==> config.mk <==
export PLATFORM = sky130hd
export DESIGN_NAME = reg_transfer_ctrl
export DESIGN_NICKNAME = d
export VERILOG_FILES = /design/src/rtl/rtc_pkg.sv /design/src/rtl/rtc_onehot_dec.sv /design/src/rtl/reg_transfer_ctrl.sv
export SDC_FILE = /design/constraint.sdc
export NUM_CORES = 1
export LEC_CHECK = 0
export BUFFER_PORTS_ARGS = -buffer_cell sky130_fd_sc_hd__buf_2
export CAP_MARGIN = 20
export CELL_PAD_IN_SITES_DETAIL_PLACEMENT = 1
export CELL_PAD_IN_SITES_GLOBAL_PLACEMENT = 2
export CORE_MARGIN = 2
export CORE_UTILIZATION = 30
export DETAILED_ROUTE_END_ITERATION = 8
export PLACE_DENSITY = 0.88
export SLEW_MARGIN = 20
export SYNTH_ARGS = -nofsm -noshare
export SYNTH_HDL_FRONTEND = slang
export SYNTH_SLANG_ARGS = --single-unit
==> constraint.sdc <==
create_clock -name clk -period 1.8 [get_ports clk]
set_input_delay 0.18 -clock clk [delete_from_list [all_inputs] [get_ports clk]]
set_output_delay 0.18 -clock clk [all_outputs]
set_load 0.05 [all_outputs]
==> src/rtl/rtc_pkg.sv <==
// Shared definitions for the register-transfer control sequencer:
// opcode values, FSM state encoding, ALU operation codes and small decode helpers.
// Optional feature macro: RTC_XOR_OP_EN (opcode 100 becomes XOR instead of reserved).
package rtc_pkg;

  localparam logic [2:0] OP_MOV = 3'b000;
  localparam logic [2:0] OP_MVI = 3'b001;
  localparam logic [2:0] OP_ADD = 3'b010;
  localparam logic [2:0] OP_SUB = 3'b011;
  localparam logic [2:0] OP_XOR = 3'b100;

  localparam logic [1:0] ALU_ADD = 2'b00;
  localparam logic [1:0] ALU_SUB = 2'b01;
  localparam logic [1:0] ALU_XOR = 2'b10;

  typedef enum logic [1:0] {
    S_IDLE = 2'd0,
    S_T1   = 2'd1,
    S_T2   = 2'd2,
    S_T3   = 2'd3
  } state_t;

  // True for every opcode this build implements; anything else goes down the illegal path.
  function automatic logic rtc_op_legal(input logic [2:0] op);
    logic ok;
    ok = 1'b0;
    case (op)
      OP_MOV, OP_MVI, OP_ADD, OP_SUB: ok = 1'b1;
`ifdef RTC_XOR_OP_EN
      OP_XOR:                         ok = 1'b1;
`endif
      default:                        ok = 1'b0;
    endcase
    return ok;
  endfunction

  // Opcodes that need the three-step A/G sequence.
  function automatic logic rtc_is_alu(input logic [2:0] op);
    return (op == OP_ADD) || (op == OP_SUB) || (op == OP_XOR);
  endfunction

  // ALU operation presented alongside g_in; unknown opcodes fall back to add.
  function automatic logic [1:0] rtc_alu_code(input logic [2:0] op);
    logic [1:0] code;
    code = ALU_ADD;
    case (op)
      OP_SUB:  code = ALU_SUB;
`ifdef RTC_XOR_OP_EN
      OP_XOR:  code = ALU_XOR;
`endif
      default: code = ALU_ADD;
    endcase
    return code;
  endfunction

endpackage

==> src/rtl/rtc_onehot_dec.sv <==
// Register index to one-hot enable vector, gated by a single enable bit.
// Used once for the register load strobes and once for the bus-drive strobes.
module rtc_onehot_dec #(
  parameter int N     = 4,
  parameter int IDX_W = 2
) (
  input  logic [IDX_W-1:0] idx,
  input  logic             en,
  output logic [N-1:0]     onehot
);

  // One comparator per register; at most one bit can match a given index.
  generate
    for (genvar gi = 0; gi < N; gi++) begin : g_bit
      assign onehot[gi] = en && (idx == IDX_W'(gi));
    end
  endgenerate

endmodule

==> src/rtl/reg_transfer_ctrl.sv <==
// Control sequencer for the 4-bit register file: accepts one instruction at a
// time over valid/ready and steps through the register-transfer strobes.
// All strobes come from flops; only instr_ready is decoded from state directly.
// Optional feature macro: RTC_XOR_OP_EN (enables opcode 100 as XOR).
module reg_transfer_ctrl
  import rtc_pkg::*;
#(
  parameter int NUM_REGS = 4,
  parameter int DATA_W   = 4
) (
  input  logic                clk,
  input  logic                reset,
  input  logic                instr_valid,
  output logic                instr_ready,
  input  logic [2:0]          opcode,
  input  logic [1:0]          rx,
  input  logic [1:0]          ry,
  input  logic [DATA_W-1:0]   imm,
  output logic [NUM_REGS-1:0] r_in,
  output logic [NUM_REGS-1:0] r_out,
  output logic                imm_out_en,
  output logic [DATA_W-1:0]   imm_val,
  output logic                a_in,
  output logic                g_in,
  output logic                g_out,
  output logic [1:0]          alu_op,
  output logic                done,
  output logic                illegal
);

  state_t            state_reg;
  logic [2:0]        op_reg;
  logic [1:0]        rx_reg;
  logic [1:0]        ry_reg;
  logic [DATA_W-1:0] imm_reg;
  logic              ill_reg;

  logic              r_in_en_reg;
  logic [1:0]        r_in_idx_reg;
  logic              r_out_en_reg;
  logic [1:0]        r_out_idx_reg;
  logic              imm_out_en_reg;
  logic              a_in_reg;
  logic              g_in_reg;
  logic              g_out_reg;
  logic [1:0]        alu_op_reg;
  logic              done_reg;
  logic              illegal_reg;

  logic accept;
  logic instr_bad;

  // Handshake: ready only while idle, so nothing is accepted mid-sequence.
  assign instr_ready = (state_reg == S_IDLE);
  assign accept      = instr_valid && instr_ready;
  assign instr_bad   = !rtc_op_legal(opcode) ||
                       (32'(rx) >= NUM_REGS) || (32'(ry) >= NUM_REGS);

  // Sequencer: state, latched fields and the strobes for the step being entered.
  always_ff @(posedge clk or negedge reset) begin
    if (!reset) begin
      state_reg      <= S_IDLE;
      op_reg         <= '0;
      rx_reg         <= '0;
      ry_reg         <= '0;
      imm_reg        <= '0;
      ill_reg        <= 1'b0;
      r_in_en_reg    <= 1'b0;
      r_in_idx_reg   <= '0;
      r_out_en_reg   <= 1'b0;
      r_out_idx_reg  <= '0;
      imm_out_en_reg <= 1'b0;
      a_in_reg       <= 1'b0;
      g_in_reg       <= 1'b0;
      g_out_reg      <= 1'b0;
      alu_op_reg     <= ALU_ADD;
      done_reg       <= 1'b0;
      illegal_reg    <= 1'b0;
    end else begin
      // Every strobe is a single-cycle pulse unless the next step sets it again.
      r_in_en_reg    <= 1'b0;
      r_out_en_reg   <= 1'b0;
      imm_out_en_reg <= 1'b0;
      a_in_reg       <= 1'b0;
      g_in_reg       <= 1'b0;
      g_out_reg      <= 1'b0;
      alu_op_reg     <= ALU_ADD;
      done_reg       <= 1'b0;
      illegal_reg    <= 1'b0;

      case (state_reg)
        S_IDLE: begin
          if (accept) begin
            op_reg    <= opcode;
            rx_reg    <= rx;
            ry_reg    <= ry;
            imm_reg   <= imm;
            ill_reg   <= instr_bad;
            state_reg <= S_T1;
            if (instr_bad) begin
              done_reg    <= 1'b1;
              illegal_reg <= 1'b1;
            end else begin
              case (opcode)
                OP_MOV: begin
                  r_out_en_reg  <= 1'b1;
                  r_out_idx_reg <= ry;
                  r_in_en_reg   <= 1'b1;
                  r_in_idx_reg  <= rx;
                  done_reg      <= 1'b1;
                end
                OP_MVI: begin
                  imm_out_en_reg <= 1'b1;
                  r_in_en_reg    <= 1'b1;
                  r_in_idx_reg   <= rx;
                  done_reg       <= 1'b1;
                end
                default: begin
                  // ALU ops: first copy Rx into A.
                  r_out_en_reg  <= 1'b1;
                  r_out_idx_reg <= rx;
                  a_in_reg      <= 1'b1;
                end
              endcase
            end
          end
        end
        S_T1: begin
          if (ill_reg || !rtc_is_alu(op_reg)) begin
            state_reg <= S_IDLE;
          end else begin
            // G = A op Ry.
            r_out_en_reg  <= 1'b1;
            r_out_idx_reg <= ry_reg;
            g_in_reg      <= 1'b1;
            alu_op_reg    <= rtc_alu_code(op_reg);
            state_reg     <= S_T2;
          end
        end
        S_T2: begin
          // Write G back into Rx.
          g_out_reg    <= 1'b1;
          r_in_en_reg  <= 1'b1;
          r_in_idx_reg <= rx_reg;
          done_reg     <= 1'b1;
          state_reg    <= S_T3;
        end
        default: begin
          state_reg <= S_IDLE;
        end
      endcase
    end
  end

  rtc_onehot_dec #(.N(NUM_REGS), .IDX_W(2)) u_r_in_dec (
    .idx    (r_in_idx_reg),
    .en     (r_in_en_reg),
    .onehot (r_in)
  );

  rtc_onehot_dec #(.N(NUM_REGS), .IDX_W(2)) u_r_out_dec (
    .idx    (r_out_idx_reg),
    .en     (r_out_en_reg),
    .onehot (r_out)
  );

  assign imm_out_en = imm_out_en_reg;
  assign imm_val    = imm_reg;
  assign a_in       = a_in_reg;
  assign g_in       = g_in_reg;
  assign g_out      = g_out_reg;
  assign alu_op     = alu_op_reg;
  assign done       = done_reg;
  assign illegal    = illegal_reg;

endmodule

==> run_results.csv <==
group,metric,value,unit
yosys,synth_ff_type,"dfrtp_1",
yosys,post-synth-top-count-cell,"nand2_1",
setup_path,worstSetupStartpointType,"flip-flop",
yosys,yosysSeqAreaShare,58.3,%
yosys,synth-async-reset-ratio,100,%
placement,hpwl,1990,um
grt,grt_overflow,0,
final_layout,area_delta_synth_final,23.8,%
detailed_routing,final_antenna_net_count,0,
yosys,ys_types,23,
timing,max_slew_margin,60.7,%
setup_path,worst-path-max-fanout,7,
yosys,synth.net_count,129,
yosys,avgSynthCellArea,10.1,um2
final_layout,largest_register_ff_count,4,
cts,clockBufferDepth,2,
cts,cts_buffers,3,
setup_path,path_common_cell,"mux2_2",
cts,clock-root-buffer,"clkbuf_8",
yosys,synthTopCellsByArea,"dfrtp_1 (58%), nand2_1 (12%), mux2_2 (5.8%)",
yosys,yosysTopAreaCell,"dfrtp_1",
placement,placed_cell_area,1380,um2
timing,setup_tns,0,ps
grt,grt_pass1_vias,965,
timing,drv_slew,0,
detailed_routing,drcViolationCount,0,
grt,grt_use_total,13.9,%
pwr,pwr-share-seq,42.4,%
flow_run,maxCapViolCount,0,
timing,fmax,663,MHz
cts,cts-htree-levels,1,
setup_path,endpoint_kind,"flip-flop",
detailed_routing,drtPass1Iterations,4,
cts,cts_tree,"yes",
pwr,power_per_cell_area,1710,nW/um2
setup_path,worstSetupPathType,"flip-flop to flip-flop",
yosys,yosys_register_bits,27,
setup_path,arrival,1670,ps
pwr,leakage,0.780,nW
timing,final_hold_viol_count,0,
cts,cts.clk_slew.worst_paths,90,ps
detailed_routing,dr.first_iter.drc_count,12,
pwr,ir_drop,0.000574,V
yosys,synthesis.area,1160,um2
pwr,clkPwrFrac,14.1,%
detailed_routing,detail_route.wirelength,2640,um
floorplan,die_h,66.1,um
pwr,power,2.46,mW
final_layout,multiInputGateArea,463,um2
detailed_routing,viasPerCell,4.53,
hold_path,hold_class,"input pin to flip-flop",
placement,gp_congestion,0.740,
setup_path,slowest_stage,"dfrtp_1",
placement,port_buffers,33,
floorplan,core-area,3690,um2
final_layout,drive_gt1_share,32.5,%
setup_path,critPathRequiredTime,1960,ps
final_layout,final_area,1430,um2
pwr,p_int,1.32,mW
detailed_routing,via_count,901,
floorplan,die_w,66.1,um
pwr,p_sw_share,46.1,%
cts,postCtsSetupRepairBufs,0,
timing,finalSetupViolCount,0,
timing,rsz0062_at_grt,"false",
floorplan,start_util,31.4,%
grt,grt_pass1_wl,4480,um
yosys,yosys_warnings,0,
timing,period_share,83.8,%
final_layout,fin_cells,199,
cts,insertion_delay,280,ps
timing,period_needed,1510,ps
grt,grt_antenna_before_repair,0,
floorplan,io_pins,35,
grt,grt_start_max_net_pins,28,
cts,cts_sinks,27,
yosys,synthTopCellsByCount,"nand2_1 (38), dfrtp_1 (27), nor2_1 (11), mux2_2 (6)",
timing,fin_skew,5.05,ps
final_layout,fill_cells,439,
setup_path,crit_chain,"nor2b_2 > mux2_2 > mux2_2",
status,outcome,"complete, no violations",
pwr,comb_power_share,43.5,%
final_layout,final_nets,166,
placement,place_inst,194,
floorplan,die_area,4380,um2
pwr,p_sw,1.13,mW
detailed_routing,wl_per_cell,13.2,um
yosys,synth_edf_count,0,
final_layout,area.sequential,676,um2
floorplan,rows,22,
setup_path,max_stage_delay,510,ps
yosys,synth_cells,115,
timing,worstMarginPinSlew,590,ps
yosys,yosys.area.top_type_share,58.3,%
final_layout,antenna_cells,0,
-- power groups by stage --
stage / Sequential [mW] / Clock (mW) / Combinational [mW]
after floorplan: 1.27 / 0 / 0.571
after global placement: 1.03 / 0 / 1.05
after detailed placement: 1.06 / 0 / 1.08
after CTS: 1.04 / 0.359 / 1.09
after global routing: 1.08 / 0.376 / 1.17
final: 1.04 / 0.346 / 1.07
-- routing by layer --
layer | wire [um] | global-route usage (%) | vias up
met3 | 107 | 2.90 | 5
met5 | 0 | 0 | -
met1 | 1170 | 17.8 | 436
met4 | 58 | 6.89 | 0
li1 | - | - | 435
met2 | 1300 | 22.1 | 25
-- logic make-up after synthesis --
logic type,after synthesis,synth area share [%]
AOI/OAI and AO/OA,6,4.32
buffers and inverters,5,2.16
DFF,27,58.3
muxes,8,7.56
other,1,0.324
and+or+nand+nor,68,27.3
-- metrics by stage --
| stage | utilization (%) | hold WS, ps | setup slack, ps |
|---|---|---|---|
| detailed placement | 37.4 | 230 | 301 |
| global route | 38.9 | 107 | 217 |
| global placement | 37.4 | 214 | 327 |
| finish | 38.9 | 85.3 | 292 |
| CTS | 38.9 | 84.7 | 292 |
| floorplan | - | -116 | 53.5 |
-- final cells by class --
| cell class | count | area share (%) |
|---|---|---|
| flip-flops and latches | 27 | 47.1 |
| repair buffers | 35 | 12.7 |
| clock buffers | 4 | 3.14 |
| inverters | 2 | 0.524 |
| multi-input cells | 83 | 32.3 |
| well taps | 48 | 4.19 |
-- critical path, delay by kind of cell (launching register included) --
family,cells,cell delay (ps)
AND/OR/NAND/NOR,1,260
multiplexers,2,620
flip-flops,1,510
-- repair_timing --
action,4_1_cts,5_1_grt
endpoints found under the setup margin,0,0
hold buffers,1,0
resized for setup,0,0
hold endpoints to repair,27,0
-- layout by cell type, fill, tap and decap left out, types with 2 or more instances in the layout --
cell type  Yosys  routed
a21oi_1        4       4
and3_1         4       4
buf_2          2      33
clkbuf_8       0       3
dfrtp_1       27      27
inv_1          2       2
mux2_2         6       6
mux2i_1        2       2
nand2_1       38      38
nand2b_1       3       3
nor2_1        11      11
nor2b_1        2       2
nor3b_1        3       3
-- worst paths after layout --
path	to	start	slack, ps	depth (start not counted)
setup reg to reg	r_in_idx_reg[1]	state_reg[1]	290	3
setup / recovery	r_in_idx_reg[1]	state_reg[1]	290	3
hold reg to reg	imm_val[2]	imm_val[2]	490	2
max in group asynchronous	r_in_idx_reg[0]	reset	960	2
min in group asynchronous	op_reg[1]	reset	440	2
hold / removal	imm_val[2]	imm[2]	90	3
Power figures use the tool's default switching activity.
